### config.mk
export PLATFORM = sky130hd
export DESIGN_NAME = mem_port_arbiter
export DESIGN_NICKNAME = d
export VERILOG_FILES = /design/src/rtl/mem_pkg.sv /design/src/rtl/mem_arb_pick.sv /design/src/rtl/mem_port_arbiter.sv
export SDC_FILE = /design/constraint.sdc
export NUM_CORES = 1
export LEC_CHECK = 0
export CAP_MARGIN = 40
export CORE_AREA = 5 5 103 105
export DETAILED_ROUTE_END_ITERATION = 6
export DIE_AREA = 0 0 108 110
export PLACE_DENSITY = 0.63
export SLEW_MARGIN = 40
export SYNTH_ARGS = -nofsm -noshare
export SYNTH_HDL_FRONTEND = slang
export SYNTH_SLANG_ARGS = --single-unit
### constraint.sdc
create_clock -name clk -period 1.8 [get_ports clk]
set_input_delay 0.36 -clock clk [delete_from_list [all_inputs] [get_ports clk]]
set_output_delay 0.36 -clock clk [all_outputs]
set_load 0.1 [all_outputs]
### src/rtl/mem_pkg.sv
// Shared memory-port definitions: mask size codes, port indices, arbiter defaults.
// Latency: n/a (types and constants only).
// Backpressure: n/a.
package mem_pkg;

    // Low two mask bits give the access size; bit 2 requests sign extension.
    localparam logic [1:0] SIZE_BYTE = 2'b00;
    localparam logic [1:0] SIZE_HALF = 2'b01;
    localparam logic [1:0] SIZE_WORD = 2'b11;

    localparam logic PORT_CPU = 1'b0;
    localparam logic PORT_DBG = 1'b1;

    localparam int STARVE_LIMIT_DEFAULT = 4;

    // One RAM command as seen on the shared command port.
    typedef struct packed {
        logic        we;
        logic [31:0] addr;
        logic [2:0]  mask;
        logic [31:0] wdata;
    } mem_cmd_t;

    // Read issued last cycle, waiting for its data to come back.
    typedef struct packed {
        logic vld;
        logic port;
    } rd_pend_t;

endpackage

### src/rtl/mem_arb_pick.sv
// Grant selection between CPU (m0) and debug (m1) ports; m0 wins unless m1 has waited STARVE_LIMIT grants.
// Latency: purely combinational.
// Backpressure: the losing port simply sees no grant and must keep holding its request.
//
// Ports:
//   m0_req, m1_req : port requests
//   starve_cnt     : consecutive m0 grants taken while m1 was waiting
//   gnt_vld        : some port is granted
//   gnt_port       : granted port index (PORT_CPU / PORT_DBG), meaningful with gnt_vld
module mem_arb_pick
    import mem_pkg::*;
#(
    parameter int STARVE_LIMIT = STARVE_LIMIT_DEFAULT
) (
    input  logic       m0_req,
    input  logic       m1_req,
    input  logic [2:0] starve_cnt,
    output logic       gnt_vld,
    output logic       gnt_port
);

    always_comb begin
        gnt_vld  = m0_req | m1_req;
        gnt_port = PORT_CPU;
        // m1 wins when it is alone, or when contended and it has waited long enough.
        if (m1_req && (!m0_req || (starve_cnt == 3'(STARVE_LIMIT)))) begin
            gnt_port = PORT_DBG;
        end
    end

endmodule

### src/rtl/mem_port_arbiter.sv
// Two-port arbiter (CPU m0, debug m1) onto a single-command RAM port with anti-starvation for m1.
// Latency: grant and RAM command same cycle; read data and rvalid one cycle after the read grant.
// Backpressure: no queueing; a requester holds req and attributes until its gnt pulses.
//
// Ports:
//   clk, reset                         : clock, synchronous active-high reset
//   m0_* / m1_*                        : req, we, addr, mask, wdata in; gnt, rvalid out
//   m_rdata                            : read data shared by both ports (ram_rdata passthrough)
//   ram_we/ram_addr/ram_mask/ram_wdata : command to RAM, all zero when idle
//   ram_rdata                          : registered RAM read data
module mem_port_arbiter
    import mem_pkg::*;
#(
    parameter int STARVE_LIMIT = STARVE_LIMIT_DEFAULT
) (
    input  logic        clk,
    input  logic        reset,

    input  logic        m0_req,
    input  logic        m0_we,
    input  logic [31:0] m0_addr,
    input  logic [2:0]  m0_mask,
    input  logic [31:0] m0_wdata,
    output logic        m0_gnt,
    output logic        m0_rvalid,

    input  logic        m1_req,
    input  logic        m1_we,
    input  logic [31:0] m1_addr,
    input  logic [2:0]  m1_mask,
    input  logic [31:0] m1_wdata,
    output logic        m1_gnt,
    output logic        m1_rvalid,

    output logic [31:0] m_rdata,

    output logic        ram_we,
    output logic [31:0] ram_addr,
    output logic [2:0]  ram_mask,
    output logic [31:0] ram_wdata,
    input  logic [31:0] ram_rdata
);

    logic [2:0] starve_cnt;
    rd_pend_t   rd_pend;

    logic       pick_vld;
    logic       pick_port;
    logic       gnt_vld;

    mem_cmd_t   m0_cmd;
    mem_cmd_t   m1_cmd;
    mem_cmd_t   ram_cmd;

    mem_arb_pick #(
        .STARVE_LIMIT (STARVE_LIMIT)
    ) u_pick (
        .m0_req     (m0_req),
        .m1_req     (m1_req),
        .starve_cnt (starve_cnt),
        .gnt_vld    (pick_vld),
        .gnt_port   (pick_port)
    );

    // Reset masks the grant directly so nothing reaches the RAM while it is held.
    assign gnt_vld = pick_vld & ~reset;
    assign m0_gnt  = gnt_vld & (pick_port == PORT_CPU);
    assign m1_gnt  = gnt_vld & (pick_port == PORT_DBG);

    assign m0_cmd = '{we: m0_we, addr: m0_addr, mask: m0_mask, wdata: m0_wdata};
    assign m1_cmd = '{we: m1_we, addr: m1_addr, mask: m1_mask, wdata: m1_wdata};

    always_comb begin
        ram_cmd = '0;
        if (m0_gnt) begin
            ram_cmd = m0_cmd;
        end else if (m1_gnt) begin
            ram_cmd = m1_cmd;
        end
    end

    assign ram_we    = ram_cmd.we;
    assign ram_addr  = ram_cmd.addr;
    assign ram_mask  = ram_cmd.mask;
    assign ram_wdata = ram_cmd.wdata;

    always_ff @(posedge clk) begin
        if (reset) begin
            starve_cnt <= '0;
            rd_pend    <= '0;
        end else begin
            // m1 no longer waiting (served or gone): forget the history.
            if (m1_gnt || !m1_req) begin
                starve_cnt <= '0;
            end else if (m0_gnt && (starve_cnt != 3'd7)) begin
                starve_cnt <= starve_cnt + 3'd1;
            end

            if (gnt_vld && !ram_cmd.we) begin
                rd_pend <= '{vld: 1'b1, port: pick_port};
            end else begin
                rd_pend <= '0;
            end
        end
    end

    // A read granted just before reset is captured in rd_pend on the last
    // pre-reset edge; gating with reset drops its data phase.
    assign m0_rvalid = rd_pend.vld & ~reset & (rd_pend.port == PORT_CPU);
    assign m1_rvalid = rd_pend.vld & ~reset & (rd_pend.port == PORT_DBG);
    assign m_rdata   = ram_rdata;

endmodule

; ---- Yosys cells after proc, flatten, opt, wreduce, memory -nomap -nowiden
; Index checks and enable logic that the tools add are counted.
[classes]
add_sub_neg = 1
n_eq_ne = 2
n_mux = 4
n_bitwise = 11
reduce_logical = 10
[ops]
columns = cell, count
row1 = $mux 68, 2
row2 = $and 1x1->1, 6
row3 = $not 1->1, 4
row4 = $reduce_or 2->1, 2
row5 = $add 3x1->3 const B, 1
row6 = $eq 3x3->1 const B, 1
row7 = $logic_and 1x1->1, 3
row8 = $logic_not 1->1, 3
row9 = $ne 3x3->1 const B, 1
row10 = $logic_or 1x1->1, 2
row11 = $mux 2, 1
row12 = $mux 1, 1
row13 = $or 1x1->1, 1
[totals]
register_bits = 5
input_bits = 172

; ---- Logic depth before layout (Yosys ltp)
[depth]
ltp_word = 11
ltp_mapped = 7
depth_no_buf = 5

; ---- Modules after synthesis
; A second synthesis with hierarchy kept.
[hier_totals]
hier_cells = 143
hier_area_um2 = 1221.2
[by_module_without_submodules]
columns = mod, instances, cells_per_inst, area_each_um2, seq_area_each_um2
row1 = mem_port_arbiter, 1, 139, 1191.1, 100.1
row2 = mem_arb_pick, 1, 4, 30.0, 0.0

; ---- Worst setup path before layout
; No wires, ideal clock.
[synth_timing]
path_type = in2out
from = input reset
to = output m0_rvalid
t_arrival_ns = 2.780
required_time_ns = 1.440
setup_slack_ns = -1.340
cell_stages = 2
path_cell_list = clkbuf_1 > nor3b_1
[synth_via]
elab_chain_len = 3
[synth_rtl]
columns = element, line
row1 = start: declaration, mem_port_arbiter.sv:17  ; input logic reset,
row2 = $not 1->1, mem_port_arbiter.sv:109  ; assign m0_rvalid = rd_pend.vld & ~reset & (rd_pend.port == PORT_CPU);
row3 = $and 1x1->1 (2 in series), mem_port_arbiter.sv:109
row4 = end: declaration, mem_port_arbiter.sv:25  ; output logic m0_rvalid,
; No other way between the ends.

; ---- Worst setup path in the final report
[layout_timing]
from = register starve_cnt[1]
to = output ram_addr[20]
[layout_via]
elab_chain_len = 7
elab_cells_between_ends = 9
classes_between = 1 x eq/ne / 3 x mux / 3 x bitwise / 2 x reduce/logical
[layout_rtl]
columns = element, line
row1 = start: declaration, mem_port_arbiter.sv:44  ; logic [2:0] starve_cnt;
row2 = start signal: assignment, mem_port_arbiter.sv:96  ; starve_cnt <= starve_cnt + 3'd1;
row3 = $eq 3x3->1 (*), mem_arb_pick.sv:26  ; if (m1_req && (!m0_req || (starve_cnt == 3'(STARVE_LIMIT)))) begin
row4 = $logic_or 1x1->1 (*), mem_arb_pick.sv:26
row5 = $logic_and 1x1->1 (*), mem_arb_pick.sv:26
row6 = $mux 1 (*), mem_arb_pick.sv:26
row7 = $and 1x1->1 or $not 1->1 (tied branches), "mem_port_arbiter.sv:68, mem_port_arbiter.sv:67"
row8 = $mux 68 or $and 1x1->1 (tied branches), "mem_port_arbiter.sv:77, mem_port_arbiter.sv:67"
row9 = $mux 68 (*), mem_port_arbiter.sv:75  ; if (m0_gnt) begin
row10 = end: declaration, mem_port_arbiter.sv:38  ; output logic [31:0] ram_addr,
; Mark *: on every way between the ends. The rest lies on a longest branch, timed or not.

==> results.toml <==
[pwr]
seq_power_share_pct = 5.3
vdd_drop_max_mv = 0.291
switchingPower_mw = 1.06
comb_power_share_pct = 85.3
p_sw_share_pct = 48.1
p_per_area_mw_per_mm2 = 435
power_leakage_nw = 2.18
p_int_mw = 1.14
clkPwrFrac_pct = 9.4

[clocking]
cts.sinks = 5
clockBufferDepth = 2
cts-root-buf = "clkbuf_8"
tritoncts = "built"
clk_latency_ps = 220
cts.clk_slew.worst_paths_ps = 40
postCtsHoldBufs = 0
cts_max_level = 1
cts_buffers = 3

[status]
violations = "negative setup slack"
status = "finished with violations"

[detailed_routing]
drt_iter0_markers = 54
wirelength_um = 9060
final_antenna_net_count = 0
dr.pass1.iters = 4
drt-vias-per-instance = 4.31
vias = 2093
drc = 0
wl_per_cell_um = 18.6

[layout]
syn2layout_area_growth_pct = 284
layout.nets = 529
diodes = 0
nFillCells = 820
layout.cells.non_filler = 486
drive_above_1_share_pct = 54.4

[floorplanning]
dieHeight_um = 110
core-area_mm2 = 0.00955
row_count = 36
die_area_mm2 = 0.0119
die_w_um = 108
initial_core_util_pct = 13.8
ioPinCount = 276

[sta]
slew_headroom_pct = 75.3
fin_skew_ps = 3.67
rsz0062_at_grt = "yes"
tightestPinTransition_ps = 370
drv_slew = 0
fmax_ghz = 0.450
finalCritPeriodShare_pct = 123
setup_slack_ps = -423
min_period_ps = 2220
setup-violations-final = 70
hold_violations = 0

[hold_path]
hp-class = "reg -> reg"

[worst_setup_path]
cp_slowest_cell = "dfxtp_2"
crit_path_cell_trace = "inv_2 -> ha_4 -> a21boi_4 -> nor3b_2 -> buf_4 -> buf_4 -> buf_12 -> a22o_4 -> buf_12"
critPathKind = "reg -> out"
critPathRequiredTime_ps = 1440
worstPathMaxFanout = 15
crit_arrival_ps = 1860
cp-end-kind = "output port"
cp-start-kind = "register"
max_stage_delay_ps = 340

[logic_synthesis]
synth_cells = 148
syn-num-nets = 323
yosysWarnings = 0
ys_types = 21
ys_ff_latch = 5
syn_area_per_cell_um2 = 8.91
synth-seq-area-share_pct = 7.59
netlist_area_mm2 = 0.00132

[global_route]
grt_max_degree = 16
grt_remaining_overflow = 0
first_global_vias = 2322
grt_antenna_before_repair = 0
grt_pass1_wl_um = 12900
grt.total_usage_pct = 13.7

[placed_design]
io_buffers = 211
dp.cells = 469
gp_congestion = 0.725
pre_cts_slack_ps = -518
dpl.hpwl_um = 7670

[job]
max_cap_violations = 0
[cell usage after synthesis]
| cell | number | area share (%) |
|---|---|---|
| nand3b_1 | 1 | 0.57 |
| buf_4 | 33 | 19 |
| nor3b_4 | 1 | 1.4 |
| a21oi_1 | 3 | 1.1 |
| nor2b_1 | 1 | 0.47 |
| and3b_1 | 1 | 0.66 |
| ha_1 | 3 | 2.8 |
| buf_6 | 14 | 12 |
| or3b_2 | 1 | 0.66 |
| and3_4 | 1 | 0.85 |
| inv_1 | 2 | 0.57 |
| a221oi_1 | 1 | 0.66 |
| dfxtp_1 | 5 | 7.6 |
| nand3_1 | 4 | 1.5 |
| o21bai_1 | 1 | 0.57 |
| a22o_1 | 59 | 39 |
| a22o_2 | 9 | 6.8 |
| a21boi_1 | 1 | 0.57 |
| nor3b_1 | 3 | 1.7 |
| clkbuf_1 | 1 | 0.28 |
| o21ai_0 | 3 | 1.1 |
[worst max-delay path: cells and delay by family (launching register included)]
kind,cells,cell delay [ps]
buffers and inverters,5,640
AO/OA/AOI/OAI,2,420
flip-flops,1,340
adder cells (fa/ha/maj),1,170
AND/OR/NAND/NOR,1,70
[cells by family after synthesis]
family	share of synthesized area, %
fa+ha+maj	2.85
flops	7.59
buf+inv	31.6
compound gates	50.1
simple gates	7.88
[sequential cells by signal (all words and copies together) (netlist names)]
register,flops
rd_pend,2
starve_cnt,3
[per-layer routing]
layer	wire length (um)	global-route usage, %	up-vias	share of wire [%]
met4	186	3.52	0	2.1
met3	900	4.83	26	9.9
met5	0	0	-	0
li1	-	-	970	-
met1	3000	14.1	978	33
met2	4970	26.5	119	55
[path summary, 6_finish.rpt]
kind | slack [ps] | cells after the start | startpoint | endpoint
max | -420 | 9 | starve_cnt[1] | ram_addr[20]
min | 500 | 2 | starve_cnt[1] | starve_cnt[1]
max reg2reg | 100 | 6 | starve_cnt[0] | starve_cnt[0]
min reg2reg | 500 | 2 | starve_cnt[1] | starve_cnt[1]
[power groups by stage]
stage          Sequential (mW)  Combinational [mW]  Clock, mW
6_report                 0.116                1.88      0.208
4_1_cts                  0.116                1.89      0.212
3_5_place_dp             0.118                1.84          0
2_1_floorplan            0.117                1.34          0
5_1_grt                  0.117                1.93      0.220
3_3_place_gp             0.117                1.83          0
[timing repair]
action | CTS | global route
gates cloned | 3 | 1
gates resized for setup | 18 | 4
pin swaps | 11 | 0
setup buffers | 9 | 0
endpoints found under the setup margin | 72 | 72
[area by class of cell]
type | instances | area [um^2] | share of cell area (%)
repair buffers | 249 | 3320 | 65.5
multi-input cells | 93 | 1430 | 28.1
well taps | 133 | 166 | 3.28
flip-flops and latches | 5 | 103 | 2.02
clock buffers | 4 | 45.0 | 0.888
inverters | 2 | 7.51 | 0.148
[per-stage QoR]
stage / area, um^2 / power, mW / hold slack, ps / utilization [%] / TNS [ps]
2_1_floorplan: 1940 / 1.46 / 432 / - / -13840
3_3_place_gp: 4800 / 1.95 / 481 / 50.3 / -33870
3_5_place_dp: 4800 / 1.96 / 490 / 50.3 / -35480
4_1_cts: 5040 / 2.21 / 495 / 52.8 / -27110
5_1_grt: 5070 / 2.27 / 543 / 53.1 / -32230
6_report: 5070 / 2.20 / 499 / 53.1 / -27760
[placed cells by master (no fill, tap or decap), drive strengths merged, types with 3 or more instances in the layout]
cell           count
nor3b              4
nand3              4
a22o              68
ha                 3
buf              109
clkbuf             5
a21oi              3
dfxtp              5
clkdlybuf4s50    136
dlygate4sd2        3
o21ai              3
(Power assumes the default switching activity.)
